==> config.mk <==
export PLATFORM = sky130hd
export DESIGN_NAME = fc_redundancy_ctrl_flat
export DESIGN_NICKNAME = d
export VERILOG_FILES = /design/src/rtl/fc_redundancy_ctrl_pkg.sv /design/src/rtl/fc_redundancy_ctrl_if.sv /design/src/rtl/fc_redundancy_ctrl_watchdog.sv /design/src/rtl/fc_redundancy_ctrl.sv /design/src/flat_wrapper.sv
export SDC_FILE = /design/constraint.sdc
export NUM_CORES = 1
export LEC_CHECK = 0
export ABC_AREA = 1
export CELL_PAD_IN_SITES_DETAIL_PLACEMENT = 1
export CELL_PAD_IN_SITES_GLOBAL_PLACEMENT = 1
export CORE_MARGIN = 4
export CORE_UTILIZATION = 37
export CTS_BUF_LIST = sky130_fd_sc_hd__clkbuf_4
export DETAILED_ROUTE_END_ITERATION = 16
export PLACE_DENSITY_LB_ADDON = 0.1
export SLEW_MARGIN = 15
export SYNTH_ARGS = -nofsm -noshare
export SYNTH_HDL_FRONTEND = slang
export SYNTH_SLANG_ARGS = --single-unit
==> constraint.sdc <==
create_clock -name clk -period 13.5 [get_ports clk]
set_input_delay 2.7 -clock clk [delete_from_list [all_inputs] [get_ports clk]]
set_output_delay 2.7 -clock clk [all_outputs]
set_load 0.01 [all_outputs]
==> src/rtl/fc_redundancy_ctrl_pkg.sv <==
// Shared types and defaults for the temporal-redundancy controller.
// The optional FC_MASK_OUTPUT_EN build macro is handled in the interface and top.
package fc_redundancy_ctrl_pkg;

   localparam int unsigned Y_DEF       = 40;
   localparam int unsigned TAG_W_DEF   = 128;
   localparam int unsigned TIMEOUT_DEF = 4096;
   localparam int unsigned CNT_W_DEF   = 8;

   typedef enum logic [2:0] {
      ST_IDLE = 3'd0,
      ST_S1   = 3'd1,
      ST_W1   = 3'd2,
      ST_S2   = 3'd3,
      ST_W2   = 3'd4,
      ST_CHK  = 3'd5,
      ST_DONE = 3'd6
   } state_e;

endpackage

==> src/rtl/fc_redundancy_ctrl_if.sv <==
// Request/result and Encryption-core pins of the redundancy controller.
// FC_MASK_OUTPUT_EN adds the random_fault_* output mask inputs.
interface fc_redundancy_ctrl_if
   import fc_redundancy_ctrl_pkg::*;
#(
   parameter int unsigned Y     = Y_DEF,
   parameter int unsigned TAG_W = TAG_W_DEF,
   parameter int unsigned CNT_W = CNT_W_DEF
) ();

   logic             req_start;
   logic             busy;
   logic             done;
   logic             core_start;
   logic             core_ready;
   logic [Y-1:0]     core_ct;
   logic [TAG_W-1:0] core_tag;
   logic [Y-1:0]     cipher_text;
   logic [TAG_W-1:0] tag;
   logic             fault;
   logic [CNT_W-1:0] fault_count;
`ifdef FC_MASK_OUTPUT_EN
   logic [TAG_W-1:0] random_fault_1;
   logic [Y-1:0]     random_fault_2;

   modport master (output req_start, core_ready, core_ct, core_tag, random_fault_1, random_fault_2,
                   input  busy, done, core_start, cipher_text, tag, fault, fault_count);
   modport slave  (input  req_start, core_ready, core_ct, core_tag, random_fault_1, random_fault_2,
                   output busy, done, core_start, cipher_text, tag, fault, fault_count);
`else
   modport master (output req_start, core_ready, core_ct, core_tag,
                   input  busy, done, core_start, cipher_text, tag, fault, fault_count);
   modport slave  (input  req_start, core_ready, core_ct, core_tag,
                   output busy, done, core_start, cipher_text, tag, fault, fault_count);
`endif

endinterface

==> src/rtl/fc_redundancy_ctrl_watchdog.sv <==
// Per-run watchdog: counts enabled cycles since the last clear and flags
// the cycle after the count has reached TIMEOUT-1.
module fc_redundancy_ctrl_watchdog
   import fc_redundancy_ctrl_pkg::*;
#(
   parameter int unsigned TIMEOUT = TIMEOUT_DEF
) (
   input  logic clk,
   input  logic rst,
   input  logic clear,
   input  logic en,
   output logic expire
);

   localparam int unsigned CW   = (TIMEOUT > 2) ? $clog2(TIMEOUT) : 1;
   localparam logic [CW-1:0] LAST = CW'(TIMEOUT - 1);

   logic [CW-1:0] cnt_q, cnt_d;
   logic          expire_q, expire_d;

   always_comb begin
      cnt_d    = cnt_q;
      expire_d = 1'b0;
      if (clear) begin
         cnt_d = '0;
      end else if (en) begin
         cnt_d    = cnt_q + CW'(1);
         expire_d = (cnt_q == LAST);
      end
   end

   always_ff @(posedge clk or posedge rst) begin
      if (rst) begin
         cnt_q    <= '0;
         expire_q <= 1'b0;
      end else begin
         cnt_q    <= cnt_d;
         expire_q <= expire_d;
      end
   end

   assign expire = expire_q;

endmodule

==> src/rtl/fc_redundancy_ctrl.sv <==
// Runs the Encryption core twice on the same held inputs and releases the result only if both runs agree.
// Build option FC_MASK_OUTPUT_EN: faulty results are replaced by random_fault_* instead of zero.
module fc_redundancy_ctrl
   import fc_redundancy_ctrl_pkg::*;
#(
   parameter int unsigned Y       = Y_DEF,
   parameter int unsigned TAG_W   = TAG_W_DEF,
   parameter int unsigned TIMEOUT = TIMEOUT_DEF,
   parameter int unsigned CNT_W   = CNT_W_DEF
) (
   input  logic                 clk,
   input  logic                 rst,
   fc_redundancy_ctrl_if.slave  bus
);

   state_e           state_q, state_d;
   logic             core_ready_q;
   logic [Y-1:0]     run1_ct_q, run1_ct_d;
   logic [TAG_W-1:0] run1_tag_q, run1_tag_d;
   logic             busy_q, busy_d;
   logic             done_q, done_d;
   logic             core_start_q, core_start_d;
   logic [Y-1:0]     ct_q, ct_d;
   logic [TAG_W-1:0] tag_q, tag_d;
   logic             fault_q, fault_d;
   logic [CNT_W-1:0] fault_count_q, fault_count_d;
   logic             wd_clear_q, wd_clear_d;
   logic             wd_en_q, wd_en_d;
   logic             wd_expire;
   logic             fault_now;
   logic [Y-1:0]     mask_ct_c;
   logic [TAG_W-1:0] mask_tag_c;

`ifdef FC_MASK_OUTPUT_EN
   assign mask_ct_c  = bus.random_fault_2;
   assign mask_tag_c = bus.random_fault_1;
`else
   assign mask_ct_c  = '0;
   assign mask_tag_c = '0;
`endif

   // Only a fresh low-to-high edge counts as completion; a level left high by a previous run does not.
   wire ready_rise_c = bus.core_ready & ~core_ready_q;
   wire mismatch_c   = (run1_ct_q != bus.core_ct) | (run1_tag_q != bus.core_tag);
   wire timeout_c    = wd_expire & wd_en_q;

   fc_redundancy_ctrl_watchdog #(.TIMEOUT(TIMEOUT)) u_watchdog (
      .clk    (clk),
      .rst    (rst),
      .clear  (wd_clear_q),
      .en     (wd_en_q),
      .expire (wd_expire)
   );

   always_comb begin
      state_d       = state_q;
      run1_ct_d     = run1_ct_q;
      run1_tag_d    = run1_tag_q;
      ct_d          = ct_q;
      tag_d         = tag_q;
      fault_d       = fault_q;
      fault_count_d = fault_count_q;
      fault_now     = 1'b0;
      wd_clear_d    = (state_q == ST_S1) | (state_q == ST_S2);
      wd_en_d       = (state_q == ST_W1) | (state_q == ST_W2);

      case (state_q)
         ST_IDLE: if (bus.req_start) begin
            state_d = ST_S1;
            fault_d = 1'b0;
         end
         ST_S1: state_d = ST_W1;
         ST_W1: begin
            if (timeout_c) begin
               state_d   = ST_DONE;
               fault_now = 1'b1;
            end else if (ready_rise_c) begin
               state_d    = ST_S2;
               run1_ct_d  = bus.core_ct;
               run1_tag_d = bus.core_tag;
            end
         end
         ST_S2: state_d = ST_W2;
         ST_W2: begin
            if (timeout_c) begin
               state_d   = ST_DONE;
               fault_now = 1'b1;
            end else if (ready_rise_c) begin
               state_d = ST_CHK;
            end
         end
         ST_CHK: begin
            state_d   = ST_DONE;
            fault_now = mismatch_c;
         end
         ST_DONE: state_d = ST_IDLE;
         default: state_d = ST_IDLE;
      endcase

      // Results and fault bookkeeping land on the same edge that raises done.
      if (state_d == ST_DONE) begin
         if (fault_now) begin
            fault_d = 1'b1;
            ct_d    = mask_ct_c;
            tag_d   = mask_tag_c;
            if (fault_count_q != {CNT_W{1'b1}}) fault_count_d = fault_count_q + CNT_W'(1);
         end else begin
            ct_d  = run1_ct_q;
            tag_d = run1_tag_q;
         end
      end

      busy_d       = (state_d != ST_IDLE);
      done_d       = (state_d == ST_DONE);
      core_start_d = (state_d == ST_S1) | (state_d == ST_S2);
   end

   always_ff @(posedge clk or posedge rst) begin
      if (rst) begin
         state_q       <= ST_IDLE;
         core_ready_q  <= 1'b0;
         run1_ct_q     <= '0;
         run1_tag_q    <= '0;
         busy_q        <= 1'b0;
         done_q        <= 1'b0;
         core_start_q  <= 1'b0;
         ct_q          <= '0;
         tag_q         <= '0;
         fault_q       <= 1'b0;
         fault_count_q <= '0;
         wd_clear_q    <= 1'b0;
         wd_en_q       <= 1'b0;
      end else begin
         state_q       <= state_d;
         core_ready_q  <= bus.core_ready;
         run1_ct_q     <= run1_ct_d;
         run1_tag_q    <= run1_tag_d;
         busy_q        <= busy_d;
         done_q        <= done_d;
         core_start_q  <= core_start_d;
         ct_q          <= ct_d;
         tag_q         <= tag_d;
         fault_q       <= fault_d;
         fault_count_q <= fault_count_d;
         wd_clear_q    <= wd_clear_d;
         wd_en_q       <= wd_en_d;
      end
   end

   assign bus.busy        = busy_q;
   assign bus.done        = done_q;
   assign bus.core_start  = core_start_q;
   assign bus.cipher_text = ct_q;
   assign bus.tag         = tag_q;
   assign bus.fault       = fault_q;
   assign bus.fault_count = fault_count_q;

endmodule
==> src/flat_wrapper.sv <==
// flat-port wrapper written by rule: the top's interface ports become plain ports
module fc_redundancy_ctrl_flat import fc_redundancy_ctrl_pkg::*;
#(
   parameter int unsigned Y       = Y_DEF,
   parameter int unsigned TAG_W   = TAG_W_DEF,
   parameter int unsigned TIMEOUT = TIMEOUT_DEF,
   parameter int unsigned CNT_W   = CNT_W_DEF
)
  (clk, rst, bus_req_start, bus_core_ready, bus_core_ct, bus_core_tag, bus_busy, bus_done, bus_core_start, bus_cipher_text, bus_tag, bus_fault, bus_fault_count);
  fc_redundancy_ctrl_if #(.Y(Y), .TAG_W(TAG_W), .CNT_W(CNT_W)) bus_i ();
  input  logic clk;
  input  logic rst;
  input wire logic [$bits(bus_i.req_start)-1:0] bus_req_start;
  input wire logic [$bits(bus_i.core_ready)-1:0] bus_core_ready;
  input wire logic [$bits(bus_i.core_ct)-1:0] bus_core_ct;
  input wire logic [$bits(bus_i.core_tag)-1:0] bus_core_tag;
  output wire logic [$bits(bus_i.busy)-1:0] bus_busy;
  output wire logic [$bits(bus_i.done)-1:0] bus_done;
  output wire logic [$bits(bus_i.core_start)-1:0] bus_core_start;
  output wire logic [$bits(bus_i.cipher_text)-1:0] bus_cipher_text;
  output wire logic [$bits(bus_i.tag)-1:0] bus_tag;
  output wire logic [$bits(bus_i.fault)-1:0] bus_fault;
  output wire logic [$bits(bus_i.fault_count)-1:0] bus_fault_count;
  assign bus_i.req_start = bus_req_start;
  assign bus_i.core_ready = bus_core_ready;
  assign bus_i.core_ct = bus_core_ct;
  assign bus_i.core_tag = bus_core_tag;
  assign bus_busy = bus_i.busy;
  assign bus_done = bus_i.done;
  assign bus_core_start = bus_i.core_start;
  assign bus_cipher_text = bus_i.cipher_text;
  assign bus_tag = bus_i.tag;
  assign bus_fault = bus_i.fault;
  assign bus_fault_count = bus_i.fault_count;
  fc_redundancy_ctrl #(.Y(Y), .TAG_W(TAG_W), .TIMEOUT(TIMEOUT), .CNT_W(CNT_W)) u_core (.clk(clk), .rst(rst), .bus(bus_i));
endmodule
==> impl_summary.txt, run 1 <==
----------------------------------------------------
[Yosys]
  Synthesized area divided by synthesized cell count ... 9.822 um^2
  Number of synthesized flops with an enable pin ... 0
  Area share of and/or/nand/nor cells after synthesis ... 15.70%
  Gate Count Post-Synth ... 1702
  Post-synth top area cell ... sky130_fd_sc_hd__dfrtp_1
  Post-synthesis compound-gate area fraction ... 7.163%
  Seq cells post-synth ... 367
  Dominant combinational cell family by area after synthesis ... simple AND/OR/NAND/NOR gates
  Fraction of post-synthesis cell area in the top cell type by area ... 54.94%
  Post-synth ARST share ... 100.0%
  Post-synthesis mux area share ... 9.633%
  Most frequent cells after synthesis ... sky130_fd_sc_hd__nand2_1 (543), sky130_fd_sc_hd__dfrtp_1 (367), sky130_fd_sc_hd__mux2_2 (143)
  Yosys cell types ... 34
  YS warnings ... 0
  Number of nets produced by synthesis ... 1876
  Most common cell in the synthesized netlist ... sky130_fd_sc_hd__nand2_1
  Seq/Total Area, Yosys ... 54.94%
  Adder-cell area share of the yosys netlist ... 0.1497%
  Prevailing post-synth register cell ... sky130_fd_sc_hd__dfrtp_1
  Top cells by area, synth ... sky130_fd_sc_hd__dfrtp_1 (55%), sky130_fd_sc_hd__nand2_1 (12%), sky130_fd_sc_hd__mux2_2 (9.6%), sky130_fd_sc_hd__xnor2_1 (6.8%), sky130_fd_sc_hd__o21ai_1 (2.1%)
  Total standard cell area after synthesis ... 16720 um^2
  Xor-xnor portion of the synthesized cell area ... 7.806%

[Final layout]
  Layout cells sized above 1 ... 16.15%
  Layout Cells excl Fill ... 2760
  Layout Utilization ... 49.19%
  Area growth, synth to finish ... 30.68%
  Post-layout net count ... 2265

[Critical path]
  Timing startpoint of the critical path ... bus_core_tag[117]
  Largest fanout on the critical path ... 110
  FF-to-FF setup slack ... 9720 ps
  Buffers plus inverters on the worst setup path ... 3
  Crit-path leading delay family ... simple AND/OR/NAND/NOR gates
  Worst-path cell chain ... clkdlybuf4s50_1 > inv_1 > nand2_1 > nand2_1 > nand2_1 > nor2_1 > nand2_1 > nor2_1 > nand2_1 > nor2_1 > nand3_1 > nand2_1 > nand2_8 > buf_4 > nand2_2 > nand2_1 > nand2_1
  Startpoint class of the critical path ... input port
  Worst reg2reg startpoint ... u_core.state_q[2]
  Cell mode on critical path ... sky130_fd_sc_hd__nand2_1
  Crit Path Class ... in -> reg
  Category of the worst setup path capture point ... flop
  Destination of the worst register-to-register timing path ... u_core.bus.tag[87]
  Max stage delay on crit path ... 850 ps
  Slowest library cell on the worst path ... sky130_fd_sc_hd__buf_4
  Critical Path Sink ... u_core.bus.fault_count[5]
  Number of cells traversed by the worst register-to-register path ... 11
  Crit path DAT ... 6300 ps
  Worst Path Required ... 14200 ps
  Number of gates on the worst path with buffers counted ... 17

[STA]
  Total negative slack ... 0 ps
  Period utilization ... 41.52%
  Clk_skew ... 45.95 ps
  Hold violation count in the final report ... 0
  Maximum frequency from static timing analysis ... 178.4 MHz
  Unrepaired setup endpoints after global routing ... no
  Max-slew violations ... 0
  Final worst path period need ... 5605 ps
  Setup-violating endpoint count in the final report ... 0
  Final critical-path setup slack ... 7895 ps
  Normalized max-slew margin ... 23.16%
  Post-route worst hold slack ... 463.2 ps
  Slew at the pin with the worst max-slew slack ... 1153 ps

[CTS]
  Cts-stage hold buffer count ... 0
  Clock root cell ... sky130_fd_sc_hd__clkbuf_4
  Maximum count of clock buffers along a single path ... 3
  Number of clock buffers inserted by TritonCTS ... 105
  Clock latency on the worst-skew pair ... 850 ps
  Clock transition at the registers of the reported paths ... 60 ps
  CTS H-Tree Depth ... 3
  TritonCTS clock tree ... done
  Post-CTS setup buffer count ... 0
  CTS Sinks ... 367
  Number of instances resized during post-cts repair ... 0

[GRT]
  Met1 Track Usage GR ... 24.43%
  Vias in the first global route ... 14230
  Layer carrying the most global-route usage ... met2
  Antenna violations before repair ... 14
  Total congestion overflow ... 0
  GRT Resource Usage Total ... 20.18%
  Global-route met3 utilization ... 7.512%
  Global-route wire length before repair ... 77310 um
  Met2 track demand over resource ... 33.57%
  Pin count of the biggest net entering global routing ... 178

[Die]
  Top-level port count ... 352
  Die outline width ... 220.6 um
  Placeable core region ... 44410 um^2
  Initial core utilization ... 37.64%
  Vertical die dimension ... 220.6 um
  Row count ... 77
  Die area ... 48650 um^2

[Detailed routing]
  Total vias in the final route ... 13180
  Vias per cell ... 4.775
  Routed Antenna Nets ... 0
  DRC viols ... 0
  First-iteration detailed-routing DRC count ... 517
  Wire length reported by the detailed router ... 49250 um
  Total iterations of the first detailed-routing run ... 4
  Average wire length per cell after detail routing ... 17.84 um

[Worst hold path]
  Tightest Hold Check Type ... reg -> reg
  Cells on Worst Hold Path ... 1

[Place]
  Total instance count after detailed placement ... 2576
  Worst Setup Slack post-DPL ... 7003 ps
  Count of input and output buffers ... 351
  DP HPWL ... 32770 um
  Final weighted congestion in routability-driven placement ... 0.7452

[Power and ir drop]
  Areal power density over the cells ... 215.7 nW/um^2
  Worst VDD drop ... 90.95 uV
  Leakage component of the power ... 9.534 nW

[Job]
  Max-capacitance violation count ... 0

[Outcome]
  Result of the run ... finished, final reports clean

----------------------------------------------------
[final cells by class]
class | count | area (um^2)
fillers | 5059 | 22570
flip-flops and latches | 367 | 9184
clock inverters | 22 | 112.6
repair buffers | 358 | 3578
well taps | 592 | 740.7
clock buffers | 149 | 1119
diodes | 13 | 32.53
inverters | 73 | 286.5
multi-input cells | 1186 | 6793
[cell families after synthesis]
group,Yosys count
AO/OA/AOI/OAI,214
XOR/XNOR,149
adder cells (fa/ha/maj),2
buffers and inverters,149
flip-flops,367
multiplexers,143
AND/OR/NAND/NOR,678
[worst min path at each step]
| stage | start | endpoint | slack, ps |
|---|---|---|---|
| 4_1_cts | u_core.u_watchdog.cnt_q[11] | u_core.u_watchdog.cnt_q[11] | 470 |
| 6_report | u_core.u_watchdog.cnt_q[11] | u_core.u_watchdog.cnt_q[11] | 460 |
| 5_1_grt | u_core.u_watchdog.cnt_q[11] | u_core.u_watchdog.cnt_q[11] | 490 |
| 2_1_floorplan | u_core.u_watchdog.cnt_q[11] | u_core.u_watchdog.cnt_q[11] | 430 |
| 3_5_place_dp | u_core.u_watchdog.cnt_q[11] | u_core.u_watchdog.cnt_q[11] | 460 |
| 3_3_place_gp | u_core.u_watchdog.cnt_q[11] | u_core.u_watchdog.cnt_q[11] | 460 |
[state kept, by name, summed over array words and instances (netlist names), 3 cells and up]
| register | flops |
|---|---|
| u_core.run1_ct_q | 40 |
| u_core.bus.cipher_text | 40 |
| u_core.state_q | 3 |
| u_core.u_watchdog.cnt_q | 12 |
| u_core.bus.fault_count | 8 |
| u_core.run1_tag_q | 128 |
| u_core.bus.tag | 128 |
[cells in the final DEF (no fill, tap or decap), types with 2 or more instances in the layout]
cell type	instances
sky130_fd_sc_hd__clkbuf_4	149
sky130_fd_sc_hd__xor2_1	19
sky130_fd_sc_hd__o21ai_0	41
sky130_fd_sc_hd__nor4_1	3
sky130_fd_sc_hd__mux2_2	143
sky130_fd_sc_hd__o21ai_2	4
sky130_fd_sc_hd__xnor2_1	130
sky130_fd_sc_hd__clkdlybuf4s50_1	351
sky130_fd_sc_hd__ha_1	2
sky130_fd_sc_hd__nand2_8	2
sky130_fd_sc_hd__clkinv_1	16
sky130_fd_sc_hd__a211oi_1	2
sky130_fd_sc_hd__or2_2	2
sky130_fd_sc_hd__diode_2	13
sky130_fd_sc_hd__a21oi_1	68
sky130_fd_sc_hd__a21oi_2	25
sky130_fd_sc_hd__o21ai_1	70
sky130_fd_sc_hd__nor2_1	91
sky130_fd_sc_hd__inv_1	67
sky130_fd_sc_hd__dfrtp_1	367
sky130_fd_sc_hd__nor3_1	5
sky130_fd_sc_hd__inv_2	8
sky130_fd_sc_hd__buf_4	6
sky130_fd_sc_hd__nand4_1	6
sky130_fd_sc_hd__nand2_1	542
sky130_fd_sc_hd__nand3_1	23
[per-stage QoR]
stage	instance area, um^2	power, mW
floorplan	16720	2.947
finish	21850	4.713
CTS	21810	4.806
global placement	20580	3.702
global route	21830	5.090
detailed placement	20580	3.773
[metal layers]
metal,up-vias,part of all wire (%)
met2,274,49
met1,6496,42
met3,89,6.9
met4,16,2.1
met5,-,0.20
li1,6304,-
[power breakdown]
part / internal [mW] / switching, mW
Sequential: 1.59 / 0.379
Combinational: 0.950 / 0.804
Clock: 0.517 / 0.473
Total: 3.06 / 1.66
Note: power is estimated with default switching activity, not from simulation.
==> run 2: changes to the inputs <==
Clock period 13.5 ns to 5 ns, I/O delays scaled along.
==> run 2 against run 1 <==
Routed wire length up 0.94%. Count of clock-buffer cells in the layout up 13. Clock power rose to 2.8 times the previous value. Sequential cell count unchanged. Register-to-register slack worse by 7600 ps. Combinational power rose to 2.7 times the previous value. Critical endpoint is now u_core.bus.tag[94]. Largest cell class unchanged. Largest power group unchanged.
==> impl_summary.txt, run 2 (synthesis results as in run 1) <==
----------------------------------------------------
[Power and ir drop]
  Internal Pwr Total ... 8.332 mW (+170%)
  Leakage component of the power ... 9.645 nW (+1.2%)
  Relative contribution of the clock network to total power ... 21.4% (+0.4 points)
  Overall power of the completed layout ... 12.81 mW (+170%)
  Fraction of power spent switching nets ... 34.97% (-0.16 points)
  Areal power density over the cells ... 581.8 nW/um^2 (+170%)
  Sequential share of power ... 41.3% (-0.5 points)
  Gate power share ... 37.3% (about the same)
  Psw ... 4.481 mW (+170%)
  Worst VDD drop ... 276.5 uV (+200%)

[CTS]
  Cts-stage hold buffer count ... 0 (unchanged)
  CTS Sinks ... 367 (unchanged)
  CTS H-Tree Depth ... 3 (unchanged)
  Number of clock buffers inserted by TritonCTS ... 103 (-1.9%)
  Post-CTS setup buffer count ... 0 (unchanged)
  Clock latency on the worst-skew pair ... 790 ps (-60 ps)
  Clock transition at the registers of the reported paths ... 60 ps (about the same)
  Number of instances resized during post-cts repair ... 0 (unchanged)
  TritonCTS clock tree ... done
  Clock root cell ... sky130_fd_sc_hd__clkbuf_4
  Maximum count of clock buffers along a single path ... 3 (unchanged)

[Critical path]
  Startpoint class of the critical path ... input port
  Largest fanout on the critical path ... 66 (-40%)
  Crit Path Class ... in -> reg
  Number of cells traversed by the worst register-to-register path ... 14 (+3)
  Cell mode on critical path ... sky130_fd_sc_hd__nand2_1
  Worst Path Required ... 5690 ps (-8510 ps)
  Timing startpoint of the critical path ... bus_core_tag[93]
  Slowest library cell on the worst path ... sky130_fd_sc_hd__clkdlybuf4s50_1
  Critical Path Sink ... u_core.bus.tag[94]
  Max stage delay on crit path ... 460 ps (-390 ps)
  Destination of the worst register-to-register timing path ... u_core.bus.tag[94]
  Crit path DAT ... 3830 ps (-2470 ps)
  FF-to-FF setup slack ... 2140 ps (-7580 ps)
  Worst reg2reg startpoint ... u_core.run1_tag_q[117]
  Category of the worst setup path capture point ... flop
  Worst-path cell chain ... clkdlybuf4s50_1 > inv_1 > nand2_1 > nand2_1 > nand2_1 > nor2_1 > nand2_1 > nor2_1 > nand2_1 > nor2_1 > nand3_1 > nand2_1 > nand2_8 > buf_4 > o21ai_1

[Place]
  DP HPWL ... 33770 um (+3.0%)
  Count of input and output buffers ... 351 (unchanged)
  Worst Setup Slack post-DPL ... 989.6 ps (-6013 ps)
  Final weighted congestion in routability-driven placement ... 0.7812 (+4.8%)

[Final layout]
  Area of combinational cells with multiple inputs ... 6793 um^2 (unchanged)
  Post-layout net count ... 2272 (+0.31%)
  Area growth, synth to finish ... 31.74%
  Filler cells ... 5054 (-0.099%)
  Layout Utilization ... 49.59% (+0.40 points)
  Layout cells sized above 1 ... 16.87% (+0.72 points)
  Area of all sequential standard cells ... 9184 um^2 (unchanged)
  Most frequent standard cell in the layout excluding fill and tap cells ... sky130_fd_sc_hd__nand2_1
  Commonest cells after routing, fill and taps aside ... sky130_fd_sc_hd__nand2_1 (542), sky130_fd_sc_hd__dfrtp_1 (367), sky130_fd_sc_hd__clkdlybuf4s50_1 (351)

[Detailed routing]
  Vias per cell ... 4.788 (+0.28%)
  DRC viols ... 0 (unchanged)
  Average wire length per cell after detail routing ... 17.94 um (+0.54%)
  Total iterations of the first detailed-routing run ... 4 (unchanged)
  First-iteration detailed-routing DRC count ... 595 (+15%)
  Wire length reported by the detailed router ... 49710 um (+0.94%)
  Total vias in the final route ... 13270 (+0.68%)
  Routed Antenna Nets ... 0 (unchanged)

[Die]
  Initial core utilization ... 37.64% (unchanged)
  Placeable core region ... 44410 um^2 (unchanged)
  Die outline width ... 220.6 um (unchanged)
  Top-level port count ... 352 (unchanged)
  Row count ... 77 (unchanged)
  Vertical die dimension ... 220.6 um (unchanged)
  Die area ... 48650 um^2 (unchanged)

[STA]
  Normalized max-slew margin ... 26.75% (+3.6 points)
  Maximum frequency from static timing analysis ... 318.6 MHz
  Period utilization ... 62.78%
  Clk_skew ... 30.97 ps (-14.98 ps)
  Slew at the pin with the worst max-slew slack ... 1099 ps (-53.75 ps)
  Final worst path period need ... 3139 ps
  Total negative slack ... 0 ps (unchanged)
  Hold violation count in the final report ... 0 (unchanged)
  Max-slew violations ... 0 (unchanged)
  Post-route worst hold slack ... 474.5 ps (+11.28 ps)
  Final critical-path setup slack ... 1861 ps (-6034 ps)
  Unrepaired setup endpoints after global routing ... no
  Setup-violating endpoint count in the final report ... 0 (unchanged)

[GRT]
  Antenna violations before repair ... 10 (-4)
  Vias in the first global route ... 14340 (+0.76%)
  Pin count of the biggest net entering global routing ... 154 (-13%)
  GRT Resource Usage Total ... 20.41% (+0.23 points)
  Global-route wire length before repair ... 78400 um (+1.4%)
  Total congestion overflow ... 0 (unchanged)

[Job]
  Max-capacitance violation count ... 0 (unchanged)

[Worst hold path]
  Tightest Hold Check Type ... reg -> reg

[Outcome]
  Result of the run ... finished, final reports clean

----------------------------------------------------
[run 2: power groups by stage]
| stage | Clock, mW | Sequential (mW) | Combinational (mW) |
|---|---|---|---|
| detailed placement | 0 | 5.34 | 4.87 |
| CTS | 2.87 | 5.30 | 4.89 |
| global route | 3.03 | 5.48 | 5.31 |
| global placement | 0 | 5.28 | 4.74 |
| floorplan | 0 | 5.41 | 2.55 |
| finish | 2.74 | 5.29 | 4.78 |
[run 2: final cells by class]
cell class,count,share of cell area [%]
multi-input cells,1186,30.84
repair buffers,367,16.90
clock inverters,21,0.3579
flip-flops and latches,367,41.70
clock buffers,162,5.522
diodes,3,0.03409
well taps,592,3.363
inverters,73,1.284
[run 2: worst min-delay path by stage]
stage | depth (start not counted) | start | to | slack, ps
2_1_floorplan | 1 | u_core.u_watchdog.cnt_q[11] | u_core.u_watchdog.cnt_q[11] | 430
3_3_place_gp | 1 | u_core.u_watchdog.cnt_q[11] | u_core.u_watchdog.cnt_q[11] | 470
3_5_place_dp | 1 | u_core.u_watchdog.cnt_q[11] | u_core.u_watchdog.cnt_q[11] | 470
4_1_cts | 1 | u_core.u_watchdog.cnt_q[11] | u_core.u_watchdog.cnt_q[11] | 470
5_1_grt | 1 | u_core.u_watchdog.cnt_q[11] | u_core.u_watchdog.cnt_q[11] | 490
6_report | 1 | u_core.u_watchdog.cnt_q[11] | u_core.u_watchdog.cnt_q[11] | 470
[run 2: routing by layer]
metal	track usage [%]	part of all wire (%)	wire length [um]
met5	0	0.21	105
met4	6.678	1.9	924
met3	6.537	6.9	3452
met1	25.25	42	21000
met2	34.03	49	24220
[run 2: stage by stage]
stage | area [um^2] | std cells
2_1_floorplan | 16720 | 1702
6_report | 22020 | 2771
3_5_place_dp | 20720 | 2585
4_1_cts | 22020 | 2768
5_1_grt | 22020 | 2770
3_3_place_gp | 20720 | 2585
[run 2: critical path: cells and delay by family]
family / cells / cell delay, ps
AND/OR/NAND/NOR: 11 / 1490
buffers and inverters: 3 / 1020
AO/OA/AOI/OAI: 1 / 190
